===== config.mk =====
export PLATFORM = sky130hd
export DESIGN_NAME = cla4_seq_ctrl
export DESIGN_NICKNAME = d
export VERILOG_FILES = /design/src/rtl/cla4_seq_ctrl.sv
export SDC_FILE = /design/constraint.sdc
export NUM_CORES = 1
export LEC_CHECK = 0
export ABC_AREA = 1
export CORE_UTILIZATION = 30
export DETAILED_ROUTE_END_ITERATION = 8
export HOLD_SLACK_MARGIN = 0.02
export PLACE_DENSITY_LB_ADDON = 0.25
export REMOVE_ABC_BUFFERS = 1
export SYNTH_ARGS = -nofsm -noshare
export SYNTH_HDL_FRONTEND = slang
export SYNTH_SLANG_ARGS = --single-unit

===== constraint.sdc =====
create_clock -name clk -period 2.1 [get_ports clk]
set_input_delay 0.315 -clock clk [delete_from_list [all_inputs] [get_ports clk]]
set_output_delay 0.315 -clock clk [all_outputs]
set_load 0.005 [all_outputs]

===== src/rtl/cla4_seq_ctrl.sv =====
// ---------------------------------------------------------------------------
// cla4_seq_ctrl
//
// Purpose:
//   Sequential N-bit adder/subtractor (N = 4*WORDS) built around one 4-bit
//   carry-lookahead slice. An accepted request is processed one nibble per
//   clock, LSB slice first. The result is then held until the consumer takes
//   it. Subtraction is A + ~B + 1, so it reuses the same adder path.
//
// Ports:
//   clk        in   clock, all state updates on the rising edge
//   rst        in   asynchronous active-high reset
//   in_valid   in   request carries valid operands
//   in_ready   out  block is idle and can accept a request
//   a, b       in   N-bit operands
//   ci         in   carry-in for addition (ignored when sub=1)
//   sub        in   0 = a+b+ci, 1 = a-b
//   out_valid  out  result in s/co/ovf is valid
//   out_ready  in   consumer accepts the result
//   s          out  N-bit sum/difference
//   co         out  carry out of the MSB (subtract: 1 = no borrow)
//   ovf        out  two's-complement signed overflow
//   busy       out  an operation is in flight or waiting for hand-off
// ---------------------------------------------------------------------------
module cla4_seq_ctrl #(
    parameter int WORDS = 4,
    localparam int N  = 4 * WORDS,
    localparam int CW = (WORDS > 1) ? $clog2(WORDS) : 1
) (
    input  logic         clk,
    input  logic         rst,
    input  logic         in_valid,
    output logic         in_ready,
    input  logic [N-1:0] a,
    input  logic [N-1:0] b,
    input  logic         ci,
    input  logic         sub,
    output logic         out_valid,
    input  logic         out_ready,
    output logic [N-1:0] s,
    output logic         co,
    output logic         ovf,
    output logic         busy
);

    typedef enum logic [1:0] {
        ST_IDLE,
        ST_RUN,
        ST_DONE
    } state_t;

    state_t         r_state;
    logic [N-1:0]   r_opA;
    logic [N-1:0]   r_opB;
    logic           r_carry;
    logic [CW-1:0]  r_cnt;
    logic [N-1:0]   r_s;
    logic           r_co;
    logic           r_ovf;

    logic [CW+1:0]  w_base;
    logic [3:0]     w_sa;
    logic [3:0]     w_sb;
    logic [3:0]     w_g;
    logic [3:0]     w_p;
    logic [4:0]     w_c;
    logic [3:0]     w_sum;
    logic           w_last;

    // The counter times four is the bit offset of the nibble being worked on.
    assign w_base = {r_cnt, 2'b00};
    assign w_sa   = r_opA[w_base +: 4];
    assign w_sb   = r_opB[w_base +: 4];
    assign w_last = (r_cnt == CW'(WORDS - 1));

    // One 4-bit carry-lookahead slice. Each internal carry is expanded
    // directly from the slice carry-in rather than rippled, so every carry
    // is two logic levels from g/p.
    always_comb begin
        w_g    = w_sa & w_sb;
        w_p    = w_sa ^ w_sb;
        w_c    = '0;
        w_c[0] = r_carry;
        w_c[1] = w_g[0]
               | (w_p[0] & r_carry);
        w_c[2] = w_g[1]
               | (w_p[1] & w_g[0])
               | (w_p[1] & w_p[0] & r_carry);
        w_c[3] = w_g[2]
               | (w_p[2] & w_g[1])
               | (w_p[2] & w_p[1] & w_g[0])
               | (w_p[2] & w_p[1] & w_p[0] & r_carry);
        w_c[4] = w_g[3]
               | (w_p[3] & w_g[2])
               | (w_p[3] & w_p[2] & w_g[1])
               | (w_p[3] & w_p[2] & w_p[1] & w_g[0])
               | (w_p[3] & w_p[2] & w_p[1] & w_p[0] & r_carry);
        w_sum  = w_p ^ w_c[3:0];
    end

    // Control FSM and datapath registers. In IDLE a request is latched, with
    // B pre-inverted and the carry forced to 1 for subtraction. Each RUN cycle
    // writes one nibble of the result and passes the slice carry to the next.
    // The last slice also latches co and ovf, where ovf compares the carries
    // into and out of the MSB. The counter stops on the last slice so it
    // never wraps mid-operation. DONE holds the result until it is taken.
    // Results persist through IDLE and are only overwritten by the next RUN.
    always_ff @(posedge clk or posedge rst) begin
        if (rst) begin
            r_state <= ST_IDLE;
            r_opA   <= '0;
            r_opB   <= '0;
            r_carry <= 1'b0;
            r_cnt   <= '0;
            r_s     <= '0;
            r_co    <= 1'b0;
            r_ovf   <= 1'b0;
        end else begin
            case (r_state)
                ST_IDLE: begin
                    if (in_valid) begin
                        r_opA   <= a;
                        r_opB   <= sub ? ~b : b;
                        r_carry <= sub ? 1'b1 : ci;
                        r_cnt   <= '0;
                        r_state <= ST_RUN;
                    end
                end
                ST_RUN: begin
                    r_s[w_base +: 4] <= w_sum;
                    r_carry          <= w_c[4];
                    if (w_last) begin
                        r_co    <= w_c[4];
                        r_ovf   <= w_c[4] ^ w_c[3];
                        r_state <= ST_DONE;
                    end else begin
                        r_cnt <= r_cnt + 1'b1;
                    end
                end
                ST_DONE: begin
                    if (out_ready) begin
                        r_state <= ST_IDLE;
                    end
                end
                default: begin
                    r_state <= ST_IDLE;
                end
            endcase
        end
    end

    // Handshake and status flags are decoded straight from the state register.
    assign in_ready  = (r_state == ST_IDLE);
    assign out_valid = (r_state == ST_DONE);
    assign busy      = (r_state != ST_IDLE);
    assign s         = r_s;
    assign co        = r_co;
    assign ovf       = r_ovf;

endmodule

==> flow_summary.yaml, run 1 <==
outcome:
  run_status: "finished clean"
timing:
  rsz0062_at_grt: "true"
  setup_viol: 0
  finalHoldViolCount: 0
  slew_headroom_pct: 73.20
  finalClockSkew_ns: 0.01226
  timing.final.crit_share_pct: 98.61
  timing.fmax_ghz: 0.4829
  drv_slew: 0
  setup_tns_ns: 0
  finalCriticalPeriod_ns: 2.071
  worstMarginPinSlew_ns: 0.4020
  fin_hold_ws_ns: 0.3622
power_and_ir_drop:
  power_density_mw_per_mm2: 1796
  p_leak_nw: 1.859
  max-vdd-ir-drop_mv: 0.8748
clock_network:
  root_buffer: "clkbuf_8"
  cts_buffers: 5
  clk_latency_ns: 0.31
  cts.sinks: 55
  clockBufferDepth: 2
  cts_hold_buf: 0
  clk_pin_slew_ns: 0.10
  htree_num_levels: 2
  cts_tree: "built"
floorplanning:
  die_w_microns: 99.07
  pin_count: 59
  fp-row-count: 35
  die_area_sq_mm: 0.009814
  core_area_sq_mm: 0.009196
  die_y_microns: 99.07
  initial_core_util_pct: 30.73
final_layout:
  stdcell_area_sq_mm: 0.004070
  n_antenna_cell: 0
  fin_util_pct: 44.26
  nFillCells: 923
  nets: 457
  areaGrowthSynthToFinish_pct: 44.00
  layout_commonest_cell: "nand2_1"
  drive_above_1_share_pct: 19.12
  final_cell_mix: "nand2_1 (96), clkdlybuf4s50_1 (58), dfrtp_1 (55), o21ai_0 (33), inv_1 (21)"
critical_path:
  worstReg2RegStart: "r_cnt[0]$_DFFE_PP0P_"
  cp-startpoint: "r_cnt[0]$_DFFE_PP0P_"
  critPathArrivalTime_ns: 2.28
  timing.rr.end: "s[15]$_DFFE_PP0P_"
  slowest_delay_ns: 0.42
  crit_chain: "inv_2 -> buf_12 -> o21ai_4 -> o22ai_4 -> ha_4 -> buf_6 -> nand4_1 -> nand2_2 -> nand2_4 -> nand3_4 -> nor2_4 -> nand2_1 -> nand2_1"
  crit_top_cell: "nand2_1"
  reg2reg_depth: 13
  crit_slowest_cell: "dfrtp_1"
  end_kind: "flip-flop"
  cp_num_buf_inv: 3
  worstPathMaxFanout: 7
  cp.required_ns: 2.31
  cp-start-kind: "flip-flop"
  cp_top_family: "simple AND/OR/NAND/NOR gates"
  path_class: "flip-flop to flip-flop"
  ff2ff_setup_slack_ns: 0.03
route:
  dr.pass1.iters: 4
  drc_errors: 0
  ant_nets: 0
  route.detailed.vias_per_inst: 4.622
  drt-initial-drc-count: 69
  vias: 2399
  drt_wl_total_microns: 6636
  drt-wirelength-per-cell_microns: 12.79
logic_synthesis:
  ys_warn_count: 0
  synth.avg_cell_area_sq_um: 8.387
  ys_types: 28
  yosys_register_bits: 55
  netlist_area_sq_mm: 0.002826
  synth_cells: 337
  ys_seq_area_share_pct: 48.69
hold_path:
  hold_path_class: "primary input to async pin"
grt:
  antenna_found_initial: 0
  grt_use_total_pct: 13.35
  grt-ovfl-total: 0
  grt_pass1_wl_microns: 10430
  grt_max_degree: 56
  grt_pass1_vias: 2267
place:
  dp_hpwl_microns: 4645
  gp_congestion: 0.8083
  portBuffers: 58
  dpl_cell_area_sq_mm: 0.003590
job:
  drv_cap: 0
## per-layer routing
metal / share of wire [%] / up-vias / global-route usage [%]
li1: - / 1214 / -
met1: 46 / 1139 / 17.40
met2: 50 / 41 / 22.81
met3: 3.1 / 5 / 2.695
met4: 0.89 / 0 / 3.167
met5: 0 / - / 0
## power by group
group,leakage (nW),switching [mW],internal [mW],total (mW)
Clock,0.0654,0.334,0.477,0.810
Sequential,0.705,0.314,1.51,1.83
Combinational,1.09,2.45,2.23,4.67
Total,1.86,3.10,4.22,7.31
## flip-flops by register name (all words and copies together), names as in the netlist
| name | cells |
|---|---|
| r_opA | 16 |
| r_opB | 16 |
| s | 16 |
| r_cnt | 2 |
| r_state | 2 |
| co | 1 |
| ovf | 1 |
| r_carry | 1 |
## tightest hold or removal path: stages
cell and delay [ns]:
clkdlybuf4s50_1 0.41, inv_2 0.07, buf_12 0.27
## how the worst max path moves through the flow
stage	endpoint	slack, ns	depth (start not counted)
after floorplan	s[7]$_DFFE_PP0P_	-0.30	13
after global placement	s[7]$_DFFE_PP0P_	0.04	14
after detailed placement	s[15]$_DFFE_PP0P_	-0.03	11
after CTS	s[15]$_DFFE_PP0P_	0.009	14
after global routing	s[7]$_DFFE_PP0P_	-0.1	12
final	s[15]$_DFFE_PP0P_	0.03	13
## area by class of cell
cell class	instances	area (sq um)	share of cell area, %
flip-flops and latches	55	1376	33.81
inverters	27	101.3	2.490
clock inverters	2	60.06	1.476
well taps	111	138.9	3.412
multi-input cells	240	1529	37.57
repair buffers	78	792.0	19.46
clock buffers	6	72.57	1.783
## per-stage QoR
stage                     instances  setup WS [ns]  total power, mW
after CTS                       514       0.009288            5.858
after global placement          505        0.04139            4.921
after detailed placement        505       -0.02542            4.967
final                           519        0.02926            7.312
after global routing            519       -0.09802            7.929
after floorplan                 322        -0.3002            3.711
## timing repair
item | in CTS | in global routing
pin swaps | 1 | 28
endpoints found under the setup margin | 4 | 16
resized for setup | 3 | 68
setup buffers | 1 | 5
gates cloned | 0 | 1
## synthesized netlist by cell type
| library cell | number | area, sq um |
|---|---|---|
| clkbuf_1 | 4 | 15.01 |
| nor2_2 | 1 | 6.260 |
| buf_1 | 1 | 3.750 |
| o21ai_1 | 9 | 45.04 |
| buf_6 | 2 | 22.52 |
| dfrtp_1 | 55 | 1376 |
| nor3_2 | 1 | 10.01 |
| buf_4 | 2 | 15.01 |
| buf_2 | 6 | 30.03 |
| o31ai_1 | 2 | 15.01 |
| xor2_1 | 3 | 26.28 |
| ha_1 | 11 | 137.6 |
| xnor2_1 | 16 | 140.1 |
| o22ai_1 | 7 | 43.79 |
| nand3_1 | 8 | 40.04 |
| nand4_1 | 2 | 12.51 |
| o211ai_1 | 1 | 7.510 |
| fa_1 | 1 | 20.02 |
| inv_2 | 3 | 11.26 |
| nor2_4 | 2 | 22.52 |
| inv_1 | 24 | 90.09 |
| nor2_1 | 25 | 93.84 |
| nand4_2 | 1 | 12.51 |
| nand2_2 | 1 | 6.260 |
| a21o_1 | 1 | 7.510 |
| o21ai_0 | 46 | 230.2 |
| nand2_1 | 100 | 375.4 |
| a21oi_1 | 2 | 10.01 |
## logic make-up (layout without fill, tap and decap cells)
group	Yosys count	count (layout)	synth area share, %
AND/OR/NAND/NOR	141	141	20.50
AO/OA/AOI/OAI	68	68	12.70
flip-flops	55	55	48.69
buffers and inverters	42	113	6.640
XOR/XNOR	19	19	5.888
adder cells (fa/ha/maj)	12	12	5.578
Power figures use the tool's default switching activity.
==> run 2, diff against run 1 <==
clock period = 1.8 ns   (was 2.1 ns; I/O delays follow)
==> run 2 against run 1 <==
  * The flow now finishes with violations (setup timing)
  * Setup slack worse by 0.22 ns
  * First-iteration DRC count is 4.3% lower
  * Cell area is 2.6% higher
  * Sequential power is 18% higher
  * Non-clock buffer count is 9 higher
  * Final cell count is 1.7% higher
  * Clock-buffer cell count is 1 lower
  * Utilization is 1.1 points higher
  * Clock skew is 0.0015 ns lower
  * Global-route usage is 0.43 points higher
==> flow_summary.yaml, run 2 (synthesized netlist as in run 1, its figures left out) <==
grt:
  grt_pass1_wl_microns: 10800
  grt-ovfl-total: 0
  grt_use_total_pct: 13.78
  antenna_found_initial: 0
  grt_max_degree: 56
  grt_pass1_vias: 2283
critical_path:
  worstReg2RegStart: "r_cnt[0]$_DFFE_PP0P_"
  worstPathMaxFanout: 7
  ff2ff_setup_slack_ns: -0.19
  cp-start-kind: "flip-flop"
  timing.rr.end: "s[7]$_DFFE_PP0P_"
  end_kind: "flip-flop"
  cp-startpoint: "r_cnt[0]$_DFFE_PP0P_"
  reg2reg_depth: 14
  cp.required_ns: 2.05
  critPathArrivalTime_ns: 2.24
  path_class: "flip-flop to flip-flop"
timing:
  worstMarginPinSlew_ns: 0.2970
  rsz0062_at_grt: "true"
  setup_viol: 17
  finalHoldViolCount: 0
  fin_hold_ws_ns: 0.3254
  timing.final.crit_share_pct: 110.4
  drv_slew: 0
  finalClockSkew_ns: 0.01073
  slew_headroom_pct: 80.07
  finalCriticalPeriod_ns: 1.987
  fin_ws_ns: -0.1874
  timing.fmax_ghz: 0.5032
job:
  drv_cap: 0
final_layout:
  nets: 466
  multi_input_area_sq_mm: 0.001544
  n_antenna_cell: 0
  nFillCells: 925
  areaGrowthSynthToFinish_pct: 47.68
  regArea_sq_mm: 0.001376
  layout_commonest_cell: "nand2_1"
  final_cell_mix: "nand2_1 (95), clkdlybuf4s50_1 (58), dfrtp_1 (55), o21ai_0 (25)"
  drive_above_1_share_pct: 23.50
route:
  ant_nets: 0
  vias: 2406
  drt-wirelength-per-cell_microns: 12.95
  drc_errors: 0
  drt_wl_total_microns: 6835
  drt-initial-drc-count: 66
  route.detailed.vias_per_inst: 4.557
  dr.pass1.iters: 4
floorplanning:
  fp-row-count: 35
  die_area_sq_mm: 0.009814
  pin_count: 59
  core_area_sq_mm: 0.009196
  die_w_microns: 99.07
  initial_core_util_pct: 30.73
  die_y_microns: 99.07
power_and_ir_drop:
  p_sw_mw: 3.660
  power_density_mw_per_mm2: 2061
  p_seq_share_pct: 25.1
  p_leak_nw: 1.902
  p_int_mw: 4.944
  p_comb_share_pct: 63.7
  pwr-share-clk_pct: 11.2
  swShare_pct: 42.54
  max-vdd-ir-drop_mv: 0.7995
  power_mw: 8.604
hold_path:
  hold_path_class: "primary input to async pin"
place:
  gp_congestion: 0.8083
  place_ws_ns: -0.3314
  portBuffers: 58
  dp_hpwl_microns: 4788
outcome:
  run_status: "finished, violations left"
  violations: "setup timing"
clock_network:
  cts_tree: "built"
  cts_buffers: 5
  root_buffer: "clkbuf_8"
  htree_num_levels: 2
  clockBufferDepth: 2
  clk_latency_ns: 0.31
  clk_pin_slew_ns: 0.09
  cts.sinks: 55
-- run 2: cell types whose count changed in the layout (fill, tap and decap cells not counted), moves of 2 or more --
cell and change:
buf_12 +2, buf_4 +9, buf_6 -2, nand2_2 +2
nor2_1 -7, nor2_2 +8, o21ai_0 -8, o21ai_1 +4
o21ai_2 +5
-- run 2: what timing repair did --
item,4_1_cts,5_1_grt
hold buffers,0,0
pin swaps,11,27
cloned,0,2
gates resized for setup,26,61
endpoints found under the setup margin,19,19
setup buffers,3,8
-- run 2: power groups by stage --
stage	Sequential, mW	Combinational (mW)	Clock [mW]
6_report	2.16	5.48	0.967
5_1_grt	2.22	5.97	1.04
4_1_cts	2.10	4.27	0.989
3_5_place_dp	2.11	3.82	0
3_3_place_gp	2.11	3.74	0
2_1_floorplan	2.07	2.26	0
-- run 2: final cells by class --
type | count | area share (%)
repair buffers | 87 | 21.01
multi-input cells | 240 | 36.99
clock inverters | 3 | 1.619
clock buffers | 5 | 1.649
flip-flops and latches | 55 | 32.97
well taps | 111 | 3.327
inverters | 27 | 2.428
-- run 2: worst max-delay path by stage --
stage                              to  slack, ns  cells after the start
floorplan            s[7]$_DFFE_PP0P_      -0.60                     13
detailed placement  s[15]$_DFFE_PP0P_      -0.33                     13
global placement     s[7]$_DFFE_PP0P_      -0.23                     13
finish               s[7]$_DFFE_PP0P_      -0.19                     14
global route         s[7]$_DFFE_PP0P_      -0.30                     14
CTS                  s[7]$_DFFE_PP0P_      -0.20                     14
-- run 2: worst max-delay path, stage by stage (launching register included) --
cell and delay [ns]:
dfrtp_1 0.42, inv_2 0.12, buf_12 0.14, nor2_4 0.04, o22ai_4 0.21, ha_4 0.25
nand2_2 0.07, nand2_2 0.07, nor2_4 0.12, nand2_2 0.07, nand2_2 0.08, nand3_2 0.08
nor2_2 0.12, nand2_1 0.06, nand2_1 0.06
-- run 2: metal layers --
layer | track usage [%] | routed length, microns
met1 | 18.46 | 3187
met3 | 2.624 | 254
met2 | 23.35 | 3312
met5 | 0 | 0
met4 | 2.715 | 81
-- run 2: through the flow --
step	cell area [sq um]	setup TNS (ns)	instances	utilization (%)
after floorplan	2740	-10.84	322	-
after global placement	3630	-2.258	507	39.47
after detailed placement	3630	-3.881	507	39.47
after CTS	3861	-2.194	518	41.99
after global routing	4174	-3.442	528	45.39
final	4174	-1.739	528	45.39
